===== config.mk =====
export PLATFORM = sky130hd
export DESIGN_NAME = bcd_updown_counter_n
export DESIGN_NICKNAME = d
export VERILOG_FILES = /design/src/rtl/bcd_defs.sv /design/src/rtl/bcd_digit.sv /design/src/rtl/bcd_updown_counter_n.sv
export SDC_FILE = /design/constraint.sdc
export NUM_CORES = 1
export LEC_CHECK = 0
export BUFFER_PORTS_ARGS = -buffer_cell sky130_fd_sc_hd__buf_2
export CORE_ASPECT_RATIO = 0.6
export CORE_MARGIN = 2
export CORE_UTILIZATION = 55
export CTS_BUF_LIST = sky130_fd_sc_hd__clkbuf_8
export CTS_CLUSTER_DIAMETER = 150
export CTS_CLUSTER_SIZE = 8
export DETAILED_ROUTE_END_ITERATION = 10
export GPL_TIMING_DRIVEN = 0
export PLACE_DENSITY = 0.77
export SLEW_MARGIN = 25
export SYNTH_ARGS = -nofsm -noshare
export SYNTH_HDL_FRONTEND = slang
export SYNTH_SLANG_ARGS = --single-unit

===== constraint.sdc =====
create_clock -name clk -period 4.13 [get_ports clk]
set_input_delay 0 -clock clk [delete_from_list [all_inputs] [get_ports clk]]
set_output_delay 0 -clock clk [all_outputs]
set_load 0.03 [all_outputs]

===== src/rtl/bcd_defs.sv =====
// Shared BCD constants and helpers for the BCD counter family.
package bcd_defs;

  localparam int            BCD_W         = 4;
  localparam logic [3:0]    BCD_MAX_DIGIT = 4'd9;
  localparam logic          DIR_UP        = 1'b1;
  localparam logic          DIR_DN        = 1'b0;

  function automatic logic bcd_valid(input logic [BCD_W-1:0] digit);
    return digit <= BCD_MAX_DIGIT;
  endfunction

endpackage


===== src/rtl/bcd_digit.sv =====
// One BCD digit of a ripple increment/decrement chain.
module bcd_digit
  import bcd_defs::*;
(
  input  logic [BCD_W-1:0] digit,
  input  logic             inc,
  input  logic             dec,
  input  logic             cin,
  output logic [BCD_W-1:0] nxt,
  output logic             cout
);

  // cin means "this digit moves"; cout is carry when incrementing, borrow when decrementing
  always_comb begin
    nxt  = digit;
    cout = 1'b0;
    if (cin) begin
      if (inc) begin
        if (digit >= BCD_MAX_DIGIT) begin
          nxt  = '0;
          cout = 1'b1;
        end else begin
          nxt = digit + 4'd1;
        end
      end else if (dec) begin
        if (digit == '0) begin
          nxt  = BCD_MAX_DIGIT;
          cout = 1'b1;
        end else begin
          nxt = digit - 4'd1;
        end
      end
    end
  end

endmodule


===== src/rtl/bcd_updown_counter_n.sv =====
// N-digit BCD up/down counter with programmable limit, load, wrap/bounce
// handling and a pushbutton run/pause toggle.
module bcd_updown_counter_n
  import bcd_defs::*;
#(
  parameter int DIGITS    = 2,
  parameter bit RESET_RUN = 1'b1
) (
  input  logic                  clk,
  input  logic                  reset,
  input  logic                  en_btn,
  input  logic                  tick,
  input  logic                  dir,
  input  logic                  bounce,
  input  logic [4*DIGITS-1:0]   limit,
  input  logic                  load,
  input  logic [4*DIGITS-1:0]   load_val,
  output logic [4*DIGITS-1:0]   bcd,
  output logic                  running,
  output logic                  dir_eff,
  output logic                  max,
  output logic                  min,
  output logic                  cout
);

  localparam int W = BCD_W * DIGITS;

  logic [W-1:0]    inc_val, dec_val, bcd_nxt;
  logic [DIGITS:0] inc_c, dec_c;
  logic            en_q, bounce_q, bounce_rise, step_dir;
  logic            dir_nxt, cout_nxt, load_ok;
  logic            unused_carry;

  assign inc_c[0] = 1'b1;
  assign dec_c[0] = 1'b1;

  for (genvar g = 0; g < DIGITS; g++) begin : g_digit
    bcd_digit u_inc (
      .digit (bcd[g*BCD_W +: BCD_W]),
      .inc   (1'b1),
      .dec   (1'b0),
      .cin   (inc_c[g]),
      .nxt   (inc_val[g*BCD_W +: BCD_W]),
      .cout  (inc_c[g+1])
    );
    bcd_digit u_dec (
      .digit (bcd[g*BCD_W +: BCD_W]),
      .inc   (1'b0),
      .dec   (1'b1),
      .cin   (dec_c[g]),
      .nxt   (dec_val[g*BCD_W +: BCD_W]),
      .cout  (dec_c[g+1])
    );
  end

  // Limit checks always act before the top digit could carry or borrow out
  assign unused_carry = inc_c[DIGITS] ^ dec_c[DIGITS];

  assign max = (bcd == limit);
  assign min = (bcd == '0);

  always_comb begin
    load_ok = (load_val <= limit);
    for (int i = 0; i < DIGITS; i++) begin
      if (!bcd_valid(load_val[i*BCD_W +: BCD_W])) load_ok = 1'b0;
    end

    bounce_rise = bounce && !bounce_q;
    step_dir    = bounce ? (bounce_rise ? dir : dir_eff) : dir;
    dir_nxt     = step_dir;
    bcd_nxt     = bcd;
    cout_nxt    = 1'b0;

    if (load) begin
      bcd_nxt = load_ok ? load_val : limit;
    end else if (running && tick) begin
      if (limit == '0) begin
        bcd_nxt = '0;
      end else if (bcd > limit) begin
        bcd_nxt = limit;
      end else if (step_dir == DIR_UP) begin
        if (bcd == limit) begin
          cout_nxt = 1'b1;
          if (bounce) begin
            bcd_nxt = dec_val;
            dir_nxt = DIR_DN;
          end else begin
            bcd_nxt = '0;
          end
        end else begin
          bcd_nxt = inc_val;
        end
      end else begin
        if (bcd == '0) begin
          cout_nxt = 1'b1;
          if (bounce) begin
            bcd_nxt = inc_val;
            dir_nxt = DIR_UP;
          end else begin
            bcd_nxt = limit;
          end
        end else begin
          bcd_nxt = dec_val;
        end
      end
    end
  end

  always_ff @(posedge clk) begin
    if (!reset) begin
      bcd      <= '0;
      running  <= RESET_RUN;
      dir_eff  <= DIR_UP;
      cout     <= 1'b0;
      en_q     <= 1'b0;
      bounce_q <= 1'b0;
    end else begin
      en_q     <= en_btn;
      bounce_q <= bounce;
      if (en_q && !en_btn) running <= !running;
      bcd      <= bcd_nxt;
      dir_eff  <= dir_nxt;
      cout     <= cout_nxt;
    end
  end

endmodule


; ---- Word-level counts from Yosys, hierarchy flattened
; Cells that the tools add are included.
[word_totals]
register_bits = 13
[op_classes]
eq_ne = 1
n_mux = 34
bitwise_logic = 2
reduce_logical = 12
addsub = 4
n_lt_le_gt_ge = 6
[op_table]
columns = cell, n
row1 = two-way mux 8 bit, 10
row2 = two-way mux 4 bit, 6
row3 = two-way mux 1 bit, 18
row4 = logical NOT 8 bit, 2
row5 = adder 4 x 1 -> 4 bit (second input constant), 2
row6 = == test 8 bit, 1
row7 = >= comparator 4 bit (second input constant), 2
row8 = > comparator 8 bit, 1
row9 = less-or-equal comparator 4 bit (second input constant), 2
row10 = less-or-equal comparator 8 bit, 1
row11 = logical NOT 4 bit, 2
row12 = subtractor 4 x 1 -> 4 bit (second input constant), 2
row13 = OR reduction 5 bit, 1
row14 = logical AND 1 bit, 3
row15 = logical NOT 1 bit, 3
row16 = inverter 1 bit, 2
row17 = nonzero test 2 bit, 1

; ---- Longest topological paths before layout
[depth]
ltp_word = 10
mapped_depth = 10
depth_no_buf = 9

; ---- Modules after synthesis
; A second synthesis with hierarchy kept.
[hier_totals]
hier_cells = 364
area_unflattened_um2 = 2660.1
[modules_own_cells]
columns = mod, n_inst, seq_area_each_um2, cells_per_inst, area_per_inst_um2
row1 = bcd_updown_counter_n, 1, 260.2, 200, 1564.0
row2 = bcd_digit, 4, 0.0, 41, 274.0

; ---- Worst setup path after synthesis
; OpenSTA, ideal clock, no wires.
[synth_timing]
kind = register to register
start = register bcd[0]
end = register bcd[2]
path_slack_ns = 1.580
period_less_slack_ns = 2.550
path_stages_with_launch = 11
setup_time_ns = 0.070
arrival_ns = 2.480
path_buffers = 2
cell_sequence = dfxtp_1 inv_1 ha_1 nand4_1 or2_2 clkbuf_1 inv_1 buf_2 a311oi_1 o32a_1 a21oi_1
[synth_rtl]
columns = element, line_no
row1 = "start, declared", bcd_updown_counter_n.sv:18  ; output logic [4*DIGITS-1:0] bcd,
row2 = "start signal, assigned", bcd_updown_counter_n.sv:121  ; bcd <= bcd_nxt;
row3 = == test 8 bit, -
row4 = named net max, bcd_updown_counter_n.sv:21  ; output logic max,
row5 = two-way mux 8 bit, bcd_updown_counter_n.sv:82  ; if (bcd == limit) begin
row6 = two-way mux 8 bit, bcd_updown_counter_n.sv:81  ; end else if (step_dir == DIR_UP) begin
row7 = two-way mux 8 bit, bcd_updown_counter_n.sv:79  ; end else if (bcd > limit) begin
row8 = two-way mux 8 bit, bcd_updown_counter_n.sv:77  ; if (limit == '0) begin
row9 = two-way mux 8 bit, bcd_updown_counter_n.sv:76  ; end else if (running && tick) begin
row10 = two-way mux 8 bit, bcd_updown_counter_n.sv:74  ; if (load) begin
; The timed path passes the listed nets, and every way through them passes these cells. The select of a mux whose other input is x is not followed.
; A chain may end at the register's enable or synchronous reset.

; ---- Worst setup path in the final report
[layout_timing]
start = register bcd[0]
end = register bcd[1]
[layout_via]
elab_chain_cells = 9
[layout_lines]
columns = element, line_no
row1 = "adder 4 x 1 -> 4 bit, or another cell as far along", -
row2 = two-way mux 4 bit (on tied branches), "bcd_digit.sv:19, bcd_digit.sv:26"
row3 = two-way mux 8 bit (on tied branches), "bcd_updown_counter_n.sv:96, bcd_updown_counter_n.sv:84"
row4 = two-way mux 8 bit (on tied branches), "bcd_updown_counter_n.sv:94, bcd_updown_counter_n.sv:82"
row5 = two-way mux 8 bit, bcd_updown_counter_n.sv:81
row6 = two-way mux 8 bit *, bcd_updown_counter_n.sv:79
row7 = two-way mux 8 bit *, bcd_updown_counter_n.sv:77
row8 = two-way mux 8 bit *, bcd_updown_counter_n.sv:76
row9 = two-way mux 8 bit *, bcd_updown_counter_n.sv:74
; Every way passes the cells marked *; elsewhere a longest branch is shown, timed or not. The select of a mux whose other input is x is not followed.

==> results.sh <==
export IMPL_run_status="finished, final reports clean"
export IMPL_drt_iter0_drc=204
export IMPL_critPathMaxFanout=10
export IMPL_setup_viol=0
export IMPL_timing_hold_ws_ps=70.9
export IMPL_worstRegToRegCells=9
export IMPL_syn_num_nets=305
export IMPL_synth_xor_xnor_area_share_pct=0.454
export IMPL_ant_nets=0
export IMPL_n_fill_cell=310
export IMPL_clock_root_buffer_master="sky130_fd_sc_hd__clkbuf_8"
export IMPL_async_flop_share_pct=0
export IMPL_cts_resizes=0
export IMPL_area_growth_synth_to_final_pct=14.9
export IMPL_placement_cell_area_um2=2160
export IMPL_worst_hold_path_num_cells=2
export IMPL_simple_gate_share_of_the_synthesized_area_pct=25.6
export IMPL_fp_dieArea_um2=4010
export IMPL_fp_coreArea_um2=3300
export IMPL_vias=2254
export IMPL_share_of_synthesized_cell_area_in_full_adder_half_adder_and_majority_cells_pct=14.9
export IMPL_grt_remaining_overflow=0
export IMPL_synth_compound_area_share_pct=35.0
export IMPL_grt_setup_unrepaired="no"
export IMPL_post_synth_inst_count=259
export IMPL_worst_r2r_startpoint="bcd[0]"
export IMPL_setup_worst_path_end_class="register"
export IMPL_netlist_area_um2=1930
export IMPL_grt_pass1_vias=2009
export IMPL_power_ir_vdd_worst_mv=0.206
export IMPL_antenna_diode_count=0
export IMPL_chipHeight_um=49.9
export IMPL_synth_area_mux_share_pct=3.83
export IMPL_total_number_of_h_tree_levels=1
export IMPL_final_setup_tns_ps=0
export IMPL_power_density_cell_area_nw_per_um2=299
export IMPL_clock_tree_from_tritoncts="built"
export IMPL_cts_sinks=13
export IMPL_die_width_um=80.5
export IMPL_synth_seq_cells=13
export IMPL_ys_flop_type="sky130_fd_sc_hd__dfxtp_1"
export IMPL_number_of_maximum_capacitance_constraint_violations=0
export IMPL_required_ps=4260
export IMPL_finish_utilization_pct=67.1
export IMPL_timing_setup_critical_path_class="reg -> reg"
export IMPL_startpoint_type="register"
export IMPL_cts_made_buffers=3
export IMPL_drt_vias_per_instance=6.55
export IMPL_nNetsFinal=346
export IMPL_final_hold_violation_count=0
export IMPL_worst_clock_skew_ps=4.10
export IMPL_cts_buffer_depth=2
export IMPL_clock_insertion_delay_worst_skew_ps=250
export IMPL_layout_cell_area_non_filler_um2=2220
export IMPL_timing_max_transition_violations_final=0
export IMPL_post_drt_wl_per_cell_um=17.7
export IMPL_io_pin_count=36
export IMPL_fin_ws_ps=1270
export IMPL_dp_hpwl_um=4770
export IMPL_detailed_routing_iteration_count_for_the_pre_antenna_repair_pass=6
export IMPL_portBuffers=35
export IMPL_power_static_leakage_nw=1.00
export IMPL_layout_worst_path_cycle_share_pct=69.4
export IMPL_path_clk_slew_ps=60
export IMPL_seq_area_frac_synth_pct=13.5
export IMPL_arrival_ps=2990
export IMPL_worst_pin_slew_ps=660
export IMPL_hold_path_endpoint="cout"
export IMPL_hold_path_startpoint="reset"
export IMPL_drc=0
export IMPL_reg2reg_setup_slack_ps=1270
export IMPL_grt_pass1_wl_um=9980
export IMPL_max_slew_margin_pct=55.6
export IMPL_synth_edff_count=0
export IMPL_drt_wirelength_um=6090
export IMPL_post_cts_repair_setup_buffers=0
export IMPL_synth_cell_type_count=61
export IMPL_gp_routability_congestion=1.03
export IMPL_post_cts_hold_buffer_count=1
export IMPL_period_minus_slack_ps=2860
export IMPL_avgSynthCellArea_um2=7.45
export IMPL_antenna_found_initial=0
export IMPL_worst_r2r_endpoint="bcd[1]"
export IMPL_synth_top_family_by_area="compound AO/OA/AOI/OAI gates"
export IMPL_core_rowCount=16
export IMPL_yosys_warnings=0
export IMPL_final_layout_size_suffix_gt1_share_pct=19.1
export IMPL_max_clock_freq_ghz=0.349
export IMPL_grt_max_degree=11
export IMPL_hp_class="in -> reg"
export IMPL_detailedPlace_worstSlack_ps=1420
export IMPL_global_route_usage_total_pct=32.2
export IMPL_initial_core_util_pct=58.4
## metal layers
metal | track usage, % | vias to the layer above | share of wire (%)
li1 | - | 1078 | -
met1 | 51.5 | 1032 | 47
met2 | 42.2 | 136 | 39
met3 | 9.52 | 8 | 14
met4 | 4.24 | 0 | 0.33
met5 | 0 | - | 0
## critical path, stage by stage (launching register included)
cell,delay (ps)
sky130_fd_sc_hd__dfxtp_1,550
sky130_fd_sc_hd__inv_1,180
sky130_fd_sc_hd__ha_1,300
sky130_fd_sc_hd__nand4_1,110
sky130_fd_sc_hd__or2_2,110
sky130_fd_sc_hd__clkbuf_1,390
sky130_fd_sc_hd__inv_1,200
sky130_fd_sc_hd__o21ai_0,580
sky130_fd_sc_hd__o21bai_1,220
sky130_fd_sc_hd__a31oi_1,110
## cells in the final DEF (no fill, tap or decap), drive strengths merged, types with 4 or more instances in the layout
cell type | Yosys | layout
ha | 23 | 23
inv | 17 | 17
o21ai | 19 | 19
o221ai | 4 | 4
nand2 | 27 | 27
nand4 | 5 | 5
o211ai | 8 | 8
o31ai | 5 | 5
clkbuf | 7 | 10
a31oi | 6 | 6
mux2i | 4 | 4
a211o | 5 | 5
nor2 | 13 | 13
or3b | 4 | 4
nand3 | 10 | 10
buf | 6 | 41
a21o | 4 | 4
and3 | 4 | 4
dfxtp | 13 | 13
a21oi | 17 | 17
## power by group
part | switching (mW) | internal [mW]
clock network | 0.0533 | 0.0668
registers | 0.0234 | 0.139
logic | 0.235 | 0.147
total | 0.311 | 0.352
## state kept, by name, summed over array words and instances, names as in the netlist
register,cells
dir_eff,1
bcd,8
cout,1
bounce_q,1
running,1
en_q,1
## final cells by class
class                   instances  area, um2  share of cell area (%)
flip-flops and latches         13        260                    11.7
plain buffers                  13       67.6                    3.05
clock buffers                   3       41.3                    1.86
inverters                      17       63.8                    2.88
repair buffers                 36        185                    8.35
clock inverters                 1       5.00                   0.226
multi-input cells             216       1540                    69.4
well taps                      45       56.3                    2.54
## worst max-delay path by stage
stage            from  endpoint  slack, ps  cells after the start
6_report       bcd[0]    bcd[1]       1270                      9
5_1_grt        bcd[0]    bcd[2]       1060                      9
4_1_cts        bcd[0]    bcd[2]       1410                      9
3_5_place_dp   bcd[0]    bcd[1]       1420                      9
3_3_place_gp   bcd[0]    bcd[7]       1430                      9
2_1_floorplan  bcd[0]    bcd[2]       1580                     10
## cells in the mapped netlist, drive strengths merged (2+ instances only)
cell type	number	area, um2
o21bai	3	22.5
nor3	3	15.0
and2	3	18.8
buf	6	41.3
mux2i	4	40.0
nor3b	2	15.0
a211o	5	43.8
mux2	3	33.8
inv	17	63.8
ha	23	288
or3b	4	40.0
o211ai	8	60.1
o221ai	4	35.0
a211oi	3	22.5
nand3	10	50.1
o311ai	3	26.3
o21ai	19	95.1
and4b	2	20.0
a31oi	6	37.5
o31ai	5	37.5
nand2	27	101
nor4	2	12.5
o21a	3	22.5
clkbuf	7	26.3
and3	4	25.0
a311oi	2	17.5
a21o	4	30.0
nand2b	3	18.8
nor2	13	67.6
nor2b	3	18.8
nand4	5	31.3
o32ai	2	17.5
dfxtp	13	260
a21oi	17	85.1
## logic make-up after synthesis
logic type | count (synthesis)
xor+xnor | 1
buf+inv | 30
fa+ha+maj | 23
simple gates | 88
mux | 7
compound gates | 97
flops | 13
## metrics by stage
| step | total power [mW] | instances |
|---|---|---|
| floorplan | 0.428 | 259 |
| global placement | 0.530 | 339 |
| detailed placement | 0.532 | 339 |
| CTS | 0.653 | 344 |
| global route | 0.711 | 344 |
| finish | 0.664 | 344 |
No activity file was read; power rests on OpenSTA's default activity.
